$ cat src/rtl/vram_arb_pkg.sv
// Shared types and default widths for the VRAM arbiter slice.
package vram_arb_pkg;

    localparam int DEFAULT_ADDR_W = 15;
    localparam int DEFAULT_DATA_W = 8;

    // Grant type taken in the previous cycle; decides where the read data goes.
    typedef enum logic [1:0] {
        OWN_NONE   = 2'd0,
        OWN_CPU_RD = 2'd1,
        OWN_CPU_WR = 2'd2,
        OWN_PPU    = 2'd3
    } vram_owner_t;

endpackage

$ cat src/rtl/vram_arb_starve_ctr.sv
// Counts consecutive CPU stall cycles in active video; flags when the CPU must win.
module vram_arb_starve_ctr
    import vram_arb_pkg::*;
#(
    parameter int CPU_MAX_WAIT = 4
) (
    input  logic clk_pix,
    input  logic rst_n,
    input  logic line_active,
    input  logic cpu_sel,
    input  logic cpu_rdy,
    input  logic cpu_gnt,
    output logic starve
);

    localparam int                CNT_W   = $clog2(CPU_MAX_WAIT + 1);
    localparam logic [CNT_W-1:0]  CNT_MAX = CNT_W'(CPU_MAX_WAIT);

    logic [CNT_W-1:0] cnt_q;

    always_ff @(posedge clk_pix or negedge rst_n) begin
        if (!rst_n) begin
            cnt_q <= '0;
        end else if (cpu_gnt || !line_active || !(cpu_sel && !cpu_rdy)) begin
            cnt_q <= '0;
        end else if (cnt_q != CNT_MAX) begin
            cnt_q <= cnt_q + CNT_W'(1);
        end
    end

    assign starve = (cnt_q == CNT_MAX);

endmodule

$ cat src/rtl/vram_arbiter.sv
// Single-port VRAM arbiter between CPU and PPU; PPU has priority in active video.
// Optional CPU anti-starvation counter enabled by macro VRAM_ARB_ANTISTARVE_EN.
module vram_arbiter
    import vram_arb_pkg::*;
#(
    parameter int ADDR_W       = DEFAULT_ADDR_W,
    parameter int DATA_W       = DEFAULT_DATA_W,
    parameter int CPU_MAX_WAIT = 4
) (
    input  logic              clk_pix,
    input  logic              rst_n,
    input  logic              cpu_sel,
    input  logic [ADDR_W-1:0] cpu_addr,
    input  logic              cpu_we,
    input  logic [DATA_W-1:0] cpu_wdata,
    output logic              cpu_rdy,
    output logic [DATA_W-1:0] cpu_rdata,
    input  logic              ppu_req,
    input  logic [ADDR_W-1:0] ppu_addr,
    output logic              ppu_gnt,
    output logic [DATA_W-1:0] ppu_rdata,
    output logic              ppu_rvalid,
    input  logic              line_active,
    output logic [ADDR_W-1:0] mem_addr,
    output logic              mem_we,
    output logic [DATA_W-1:0] mem_wdata,
    input  logic [DATA_W-1:0] mem_rdata
);

    vram_owner_t       owner_q;
    vram_owner_t       owner_d;
    logic              cpu_gnt;
    logic              starve;
    logic [DATA_W-1:0] cpu_rdata_q;
    logic [DATA_W-1:0] ppu_rdata_q;

`ifdef VRAM_ARB_ANTISTARVE_EN
    vram_arb_starve_ctr #(
        .CPU_MAX_WAIT(CPU_MAX_WAIT)
    ) u_starve_ctr (
        .clk_pix    (clk_pix),
        .rst_n      (rst_n),
        .line_active(line_active),
        .cpu_sel    (cpu_sel),
        .cpu_rdy    (cpu_rdy),
        .cpu_gnt    (cpu_gnt),
        .starve     (starve)
    );
`else
    logic unused_max_wait;
    assign unused_max_wait = (CPU_MAX_WAIT > 0);
    assign starve          = 1'b0;
`endif

    // No grant is issued while reset is held so the RAM cannot be written.
    always_comb begin
        // NOTE: every output of this block gets a default first so no latch is inferred.
        cpu_gnt = 1'b0;
        ppu_gnt = 1'b0;
        owner_d = OWN_NONE;
        if (rst_n) begin
            cpu_gnt = cpu_sel && (!line_active || !ppu_req || starve);
            ppu_gnt = ppu_req && !cpu_gnt;
        end
        if (cpu_gnt) begin
            owner_d = cpu_we ? OWN_CPU_WR : OWN_CPU_RD;
        end else if (ppu_gnt) begin
            owner_d = OWN_PPU;
        end
    end

    assign cpu_rdy   = !cpu_sel || cpu_gnt;
    assign mem_addr  = ppu_gnt ? ppu_addr : cpu_addr;
    assign mem_we    = cpu_gnt && cpu_we;
    assign mem_wdata = cpu_wdata;

    always_ff @(posedge clk_pix or negedge rst_n) begin
        // NOTE: state registers use non-blocking assignments so all flops update together.
        if (!rst_n) begin
            owner_q     <= OWN_NONE;
            cpu_rdata_q <= '0;
            ppu_rdata_q <= '0;
        end else begin
            owner_q <= owner_d;
            if (owner_q == OWN_CPU_RD) begin
                cpu_rdata_q <= mem_rdata;
            end
            if (owner_q == OWN_PPU) begin
                ppu_rdata_q <= mem_rdata;
            end
        end
    end

    // Return data bypasses the holding register in its valid cycle: one-cycle read latency.
    assign ppu_rvalid = (owner_q == OWN_PPU);
    assign ppu_rdata  = ppu_rvalid ? mem_rdata : ppu_rdata_q;
    assign cpu_rdata  = (owner_q == OWN_CPU_RD) ? mem_rdata : cpu_rdata_q;

endmodule
$ cat config.mk
export PLATFORM = sky130hd
export DESIGN_NAME = vram_arbiter
export DESIGN_NICKNAME = d
export VERILOG_FILES = /design/src/rtl/vram_arb_pkg.sv /design/src/rtl/vram_arb_starve_ctr.sv /design/src/rtl/vram_arbiter.sv
export SDC_FILE = /design/constraint.sdc
export NUM_CORES = 1
export LEC_CHECK = 0
export ABC_AREA = 1
export ABC_CLOCK_PERIOD_IN_PS = 1200
export CORE_MARGIN = 3
export CORE_UTILIZATION = 30
export DETAILED_ROUTE_END_ITERATION = 8
export PLACE_DENSITY_LB_ADDON = 0.25
export SYNTH_ARGS = -nofsm -noshare
export SYNTH_HDL_FRONTEND = slang
export SYNTH_SLANG_ARGS = --single-unit
export TNS_END_PERCENT = 10
$ cat constraint.sdc
create_clock -name clk_pix -period 1.2 [get_ports clk_pix]
set_clock_uncertainty 0.15 [all_clocks]
set_input_delay 0.12 -clock clk_pix [delete_from_list [all_inputs] [get_ports clk_pix]]
set_output_delay 0.12 -clock clk_pix [all_outputs]
set_load 0.1 [all_outputs]
# Yosys cells after proc, flatten, opt, wreduce, memory -nomap -nowiden
# Cells that the tools add are included.
word_totals:
  register_bits: 18
  in_bits: 52
  out_inout_bits: 43
  elab_cells: 22
classes:
  eq_ne: 2
  mux: 8
  reduce_logical: 9
ops:
  columns: ["op", "count"]
  rows:
  - ["8-bit two-way mux", 2]
  - ["15-bit two-way mux", 1]
  - ["2-bit two-way mux", 3]
  - ["1-bit zero test", 4]
  - ["1-bit logical AND", 3]
  - ["2-bit by 1-bit equality test with 1-bit output, second input constant", 1]
  - ["2-bit equality test, second input constant", 1]
  - ["1-bit logical OR", 2]
  - ["1-bit two-way mux", 2]

# Longest topological paths before layout
# Gate-level depths: netlist of run 1.
depth:
  ltp_word: 8
  ltp_mapped: 6
  depth_no_buf: 5

# Worst setup path after synthesis of run 1
# Ideal clock, no wire load.
synth_path:
  path_kind: "register to register"
  from: "register owner_q[1]"
  to: "register cpu_rdata_q[0]"
  setup_time_ns: 0.353
  arrival_ns: 2.843
  required_ns: 0.697
  slack_ns: -2.147
  path_stages_with_launch: 5
  n_path_buf: 1
  period_less_slack_ns: 3.347
  path_cell_list: "dfrtp_1 -> inv_1 -> nand2_1 -> buf_2 -> o21ai_0"
synth_between:
  elab_chain_cells: 2
synth_lines:
  columns: ["element", "line", "rtl"]
  rows:
  - ["start, declared", "vram_arbiter.sv:30", "vram_owner_t owner_q;"]
  - ["start signal, assigned", "vram_arbiter.sv:84", "owner_q <= owner_d;"]
  - ["2-bit by 1-bit equality test with 1-bit output", null, null]
  - ["8-bit two-way mux", null, null]
  - ["via cpu_rdata[0]", "vram_arbiter.sv:17", "output logic [DATA_W-1:0] cpu_rdata,"]
  - ["end signal, assigned", "vram_arbiter.sv:86", "cpu_rdata_q <= mem_rdata;"]
  - ["end, declared", "vram_arbiter.sv:34", "logic [DATA_W-1:0] cpu_rdata_q;"]
# The timed path passes the listed nets, and every way through them passes these cells.

# Worst setup path in the final report of run 1
layout_path:
  from: "register owner_q[1]"
  to: "output port cpu_rdata[6]"
layout_between:
  elab_chain_cells: 2
layout_lines:
  columns: ["element", "line", "rtl"]
  rows:
  - ["2-bit by 1-bit equality test with 1-bit output", "vram_arbiter.sv:97", "assign cpu_rdata = (owner_q == OWN_CPU_RD) ? mem_rdata : cpu_rdata_q;"]
  - ["8-bit two-way mux", null, null]
  - ["end, declared", "vram_arbiter.sv:17", null]
# No other way between the ends.

==> impl_metrics.env, run 1 <==
export IMPL_result_of_the_run="complete, but fails checks"
export IMPL_failed_checks="hold timing, setup timing"
export IMPL_layout_drive_gt1_share_pct=54.9
export IMPL_detail_route_antenna_nets=0
export IMPL_hold_viol_final=18
export IMPL_wl_per_cell_um=18.2
export IMPL_grt_antenna_before_repair=0
export IMPL_crit_path_dat_ns=1.47
export IMPL_yosys_warnings=0
export IMPL_grt_first_pass_wirelength_um=7930
export IMPL_numClockSinks=18
export IMPL_fp_row_count=20
export IMPL_setup_slack_ns=-0.544
export IMPL_layout_filler_cells=147
export IMPL_hold_ws_ns=-0.204
export IMPL_route_detailed_drc=0
export IMPL_clock_path_buffers=2
export IMPL_routed_wl_um=4920
export IMPL_mostFrequentLayoutCells="sky130_fd_sc_hd__buf_12, sky130_fd_sc_hd__clkdlybuf4s50_1, sky130_fd_sc_hd__nand2_2"
export IMPL_routed_via_count=1343
export IMPL_tritoncts="yes"
export IMPL_start_util_pct=32.4
export IMPL_synthToLayoutAreaGrowth_pct=172
export IMPL_clock_tree_htree_level_count=1
export IMPL_first_global_vias=1552
export IMPL_average_vias_per_placed_instance=4.97
export IMPL_timing_worst_setup_path_type="reg -> out"
export IMPL_ys_seq_area_share_pct=44.1
export IMPL_finish_instance_area_sq_um=2780
export IMPL_maxClockFrequency_ghz=0.573
export IMPL_post_route_min_period_ns=1.74
export IMPL_syn_instance_count=134
export IMPL_critPathLaunchType="flop"
export IMPL_netlist_cell_type_count=14
export IMPL_port_bufs=78
export IMPL_maximum_number_of_pins_on_one_net_before_global_route_repair=20
export IMPL_initialDrtViolationCount=48
export IMPL_layout_cells_most_common="sky130_fd_sc_hd__buf_12"
export IMPL_grt_overflow=0
export IMPL_worst_skew_pair_late_latency_ns=0.28
export IMPL_cts_buffers=3
export IMPL_max_slew_margin_rel_pct=83.9
export IMPL_worst_setup_hold_path_clk_slew_ns=0.11
export IMPL_mappedNetlistNets=186
export IMPL_globalRouteTotalUtil_pct=25.1
export IMPL_synth_area_per_cell_sq_um=7.63
export IMPL_totalPowerFinal_uw=4450
export IMPL_finalCritPeriodShare_pct=145
export IMPL_die_h_um=64.4
export IMPL_die_area_sq_um=4140
export IMPL_slew_violations=0
export IMPL_cts_root_buffer="sky130_fd_sc_hd__clkbuf_4"
export IMPL_post_dp_hpwl_um=3220
export IMPL_timing_hold_worst_class="in -> async"
export IMPL_power_per_cell_area_nw_per_um2=1600
export IMPL_worst_path_max_fanout=10
export IMPL_timing_worst_slew_pin_value_ns=0.241
export IMPL_insertedDiodeCount=0
export IMPL_final_net_count=279
export IMPL_kind_of_capture_point_of_the_worst_setup_path="output pin"
export IMPL_synth_seq_cells=18
export IMPL_maxCapViolCount=0
export IMPL_place_area_sq_um=2430
export IMPL_gp_congestion=0.742
export IMPL_total_leakage_power_uw=0.00130
export IMPL_design_portCount=95
export IMPL_critPathRequiredTime_ns=0.93
export IMPL_report_final_setup_viol=43
export IMPL_finalCoreUtilization_pct=88.1
export IMPL_core_region_area_sq_um=3150
export IMPL_post_synth_instance_area_sq_um=1020
export IMPL_die_x_um=64.4
export IMPL_rsz_0062_raised_after_global_routing="true"
export IMPL_detailedRoute_firstPassIterationCount=4
export IMPL_vdd_ir_drop_worst_v=0.000684
==> cell type report <==
class	instances	area, sq um	area share, %
clock buffer	4	36.3	1.31
multi-input combinational	90	767	27.6
inverter	15	68.8	2.48
timing repair buffer	99	1400	50.4
tap	44	55.1	1.98
sequential	18	450	16.2
==> stage by stage <==
stage | TNS (ns) | std cells | setup slack, ns
final | -9.69 | 270 | -0.544
after global routing | -11.14 | 270 | -0.588
after CTS | -7.85 | 269 | -0.486
after detailed placement | -10.37 | 256 | -0.469
after global placement | -9.29 | 256 | -0.411
after floorplan | -14.80 | 134 | -0.407
==> worst max-delay path, cell delays in order, from the launching register on <==
cell,delay [ns]
sky130_fd_sc_hd__dfrtp_1,0.42
sky130_fd_sc_hd__inv_1,0.11
sky130_fd_sc_hd__nand2_2,0.12
sky130_fd_sc_hd__buf_12,0.18
sky130_fd_sc_hd__o21ai_4,0.16
sky130_fd_sc_hd__buf_12,0.19
==> state kept, by name, summed over array words and instances (netlist names) <==
register	cells
ppu_rdata_q	8
cpu_rdata_q	8
owner_q	2
==> path summary, 6_finish.rpt <==
kind / start / to / slack (ns) / cells past startpoint
max in group asynchronous: rst_n / cpu_rdata_q[5]$_DFF_PN0_ / 0.90 / 3
hold reg to reg: cpu_rdata_q[2]$_DFF_PN0_ / cpu_rdata_q[2]$_DFF_PN0_ / 0.38 / 2
setup reg to reg: owner_q[0]$_DFF_PN0_ / ppu_rdata_q[3]$_DFF_PN0_ / -0.08 / 5
min in group clk_pix: cpu_wdata[3] / mem_wdata[3] / 0.09 / 0
setup / recovery: owner_q[1]$_DFF_PN0_ / cpu_rdata[6] / -0.54 / 5
hold / removal: rst_n / ppu_rdata_q[0]$_DFF_PN0_ / -0.20 / 3
==> per-layer routing <==
layer,vias up,global-route usage (%),part of all wire [%]
met5,-,0,0
met4,0,10.0,4.2
met3,24,6.15,7.0
met2,63,47.8,56
met1,651,25.7,32
li1,605,-,-
==> power breakdown <==
group / total, uW / leakage (uW) / internal, uW / switching (uW)
Combinational: 3260 / 0.00106 / 1190 / 2070
Clock: 374 / 0.0000210 / 184 / 189
Sequential: 812 / 0.000221 / 751 / 61.4
==> timing repair <==
item | CTS | global route
hold endpoints to repair | 18 | 18
gates cloned | 3 | 1
pin swaps | 16 | 6
endpoints found under the setup margin | 40 | 47
setup buffers | 6 | 0
gates resized for setup | 62 | 10
==> cell families (layout without fill, tap and decap cells) <==
| family | Yosys count | in the layout | share of synthesized area [%] |
|---|---|---|---|
| simple gates | 71 | 73 | 31.2 |
| compound gates | 17 | 17 | 8.32 |
| buf+inv | 28 | 118 | 16.4 |
| flops | 18 | 18 | 44.1 |
==> Yosys cell counts <==
master / n / area share, %
sky130_fd_sc_hd__clkbuf_8: 1 / 1.3
sky130_fd_sc_hd__nand3_1: 15 / 7.3
sky130_fd_sc_hd__nand2_1: 50 / 18
sky130_fd_sc_hd__dfrtp_1: 18 / 44
sky130_fd_sc_hd__nand4_1: 2 / 1.2
sky130_fd_sc_hd__nand2_8: 1 / 2.0
sky130_fd_sc_hd__clkinv_4: 1 / 0.86
sky130_fd_sc_hd__inv_1: 14 / 5.1
sky130_fd_sc_hd__nand2_2: 2 / 1.2
sky130_fd_sc_hd__buf_4: 9 / 6.6
sky130_fd_sc_hd__nand2_4: 1 / 1.1
sky130_fd_sc_hd__buf_8: 1 / 1.5
sky130_fd_sc_hd__o21ai_0: 17 / 8.3
sky130_fd_sc_hd__buf_2: 2 / 0.98
Note: power is estimated with default switching activity, not from simulation.
==> inputs of run 2 (changes only) <==
Settings changed: CORE_ASPECT_RATIO set to 1.75.
==> impl_metrics.env, run 2 (same netlist as run 1, synthesis figures left out) <==
export IMPL_routed_via_count=1333
export IMPL_maximum_number_of_pins_on_one_net_before_global_route_repair=19
export IMPL_synthToLayoutAreaGrowth_pct=165
export IMPL_gp_congestion=0.848
export IMPL_worst_setup_hold_path_clk_slew_ns=0.06
export IMPL_first_global_vias=1596
export IMPL_worst_path_max_fanout=10
export IMPL_core_region_area_sq_um=3210
export IMPL_crit_path_start="owner_q[0]$_DFF_PN0_"
export IMPL_layout_filler_cells=171
export IMPL_average_vias_per_placed_instance=4.99
export IMPL_mostFrequentLayoutCells="sky130_fd_sc_hd__buf_12, sky130_fd_sc_hd__clkdlybuf4s50_1, sky130_fd_sc_hd__nand2_2"
export IMPL_cts_root_buffer="sky130_fd_sc_hd__clkbuf_8"
export IMPL_reg2regPathDepth=5
export IMPL_final_net_count=277
export IMPL_detailedRoute_firstPassIterationCount=4
export IMPL_slew_violations=0
export IMPL_failed_checks="setup timing"
export IMPL_die_area_sq_um=4170
export IMPL_postCtsSetupRepairBufs=0
export IMPL_largestRegisters="cpu_rdata_q x8, ppu_rdata_q x8, owner_q x2"
export IMPL_post_route_min_period_ns=1.59
export IMPL_crit_path_dat_ns=1.32
export IMPL_rsz_0062_raised_after_global_routing="true"
export IMPL_crit_path_cell_trace="nand2_2 -> buf_12 -> nand2_1 -> o21ai_4 -> buf_12"
export IMPL_total_leakage_power_uw=0.00124
export IMPL_layout_drive_gt1_share_pct=56.3
export IMPL_result_of_the_run="complete, but fails checks"
export IMPL_endpoint="ppu_rdata[2]"
export IMPL_route_detailed_drc=0
export IMPL_numPlacedInstances=256
export IMPL_report_final_setup_viol=34
export IMPL_max_slew_margin_rel_pct=84.2
export IMPL_critical_path_max_stage_delay_ns=0.40
export IMPL_timing_worst_slew_pin_value_ns=0.237
export IMPL_design_portCount=95
export IMPL_kind_of_capture_point_of_the_worst_setup_path="output pin"
export IMPL_clock_path_buffers=2
export IMPL_die_x_um=50.1
export IMPL_cp_common_cell="sky130_fd_sc_hd__buf_12"
export IMPL_start_util_pct=31.9
export IMPL_timing_critical_path_slowest_stage_cell="sky130_fd_sc_hd__dfrtp_1"
export IMPL_post_dp_hpwl_um=3030
export IMPL_grt_overflow=0
export IMPL_hold_ws_ns=0.0903
export IMPL_tritoncts="yes"
export IMPL_grt_first_pass_wirelength_um=7480
export IMPL_timing_worst_setup_path_type="reg -> out"
export IMPL_wl_per_cell_um=17.7
export IMPL_critPathRequiredTime_ns=0.93
export IMPL_numClockSinks=18
export IMPL_vdd_ir_drop_worst_v=0.00161
export IMPL_timing_hold_worst_class="in -> out"
export IMPL_maxClockFrequency_ghz=0.629
export IMPL_fp_row_count=27
export IMPL_routed_wl_um=4740
export IMPL_maxCapViolCount=0
export IMPL_setup_slack_ns=-0.391
export IMPL_critPathLaunchType="flop"
export IMPL_setup_reg_to_reg_worst_slack_ns=-0.01
export IMPL_power_per_cell_area_nw_per_um2=1690
export IMPL_hold_viol_final=0
export IMPL_die_h_um=83.2
export IMPL_clock_tree_htree_level_count=1
export IMPL_finish_cell_count_without_fillers=267
export IMPL_port_bufs=78
export IMPL_grt_antenna_before_repair=0
export IMPL_worst_skew_pair_late_latency_ns=0.25
export IMPL_layout_cells_most_common="sky130_fd_sc_hd__buf_12"
export IMPL_insertedDiodeCount=0
export IMPL_finalCritPeriodShare_pct=133
export IMPL_globalRouteTotalUtil_pct=23.3
export IMPL_cts_buffers=3
export IMPL_detail_route_antenna_nets=0
export IMPL_initialDrtViolationCount=17
export IMPL_regToRegStartpoint="owner_q[0]$_DFF_PN0_"
export IMPL_timing_rr_end="ppu_rdata_q[2]$_DFF_PN0_"
## run 2: worst min-delay path by stage
stage	start	end	depth (start not counted)
6_report	cpu_wdata[6]	mem_wdata[6]	0
5_1_grt	cpu_wdata[3]	mem_wdata[3]	0
4_1_cts	cpu_wdata[1]	mem_wdata[1]	0
3_5_place_dp	cpu_wdata[1]	mem_wdata[1]	0
3_3_place_gp	cpu_wdata[1]	mem_wdata[1]	0
2_1_floorplan	rst_n	cpu_rdata_q[0]$_DFF_PN0_	0
## run 2: metal layers
| metal | GRT usage, % | share of wire (%) |
|---|---|---|
| met5 | 0 | 0 |
| met4 | 12.3 | 3.9 |
| met3 | 7.72 | 8.4 |
| met2 | 42.6 | 57 |
| met1 | 21.6 | 30 |
## run 2: worst max-delay path, delay by kind of cell (launching register included)
kind            cells  cell delay [ns]
buf+inv             2             0.36
compound gates      1             0.09
flops               1             0.40
simple gates        2             0.22
## run 2: per-stage QoR
stage / area [sq um] / worst slack, ns / TNS [ns] / util, % / power, uW
final: 2710 / -0.391 / -6.70 / 84.3 / 4560
after global routing: 2710 / -0.447 / -8.22 / 84.3 / 4710
after CTS: 2670 / -0.407 / -6.43 / 83.2 / 4520
after detailed placement: 2430 / -0.502 / -11.02 / 75.8 / 3930
after global placement: 2430 / -0.461 / -10.22 / 75.8 / 3870
after floorplan: 1230 / -0.407 / -14.80 / - / 2840
## run 2: timing repair
item / CTS / global route
endpoints found under the setup margin: 41 / 40
pin swaps: 25 / 2
cloned: 6 / 0
resized for setup: 61 / 11
hold buffers: 1 / 0
endpoints found under the hold margin: 18 / 0
## run 2: cell type report
type	count	area, sq um	area share [%]
inverters	15	68.8	2.54
repair buffers	93	1270	46.9
well taps	43	53.8	1.99
repair inverters	2	17.5	0.648
flip-flops and latches	18	450	16.7
clock buffers	4	55.1	2.04
multi-input cells	92	792	29.3
## run 2: power by group
part | leakage (uW) | switching [uW] | internal (uW)
combinational | 0.000990 | 2060 | 1180
sequential | 0.000221 | 76.2 | 753
clock | 0.0000288 | 200 | 291
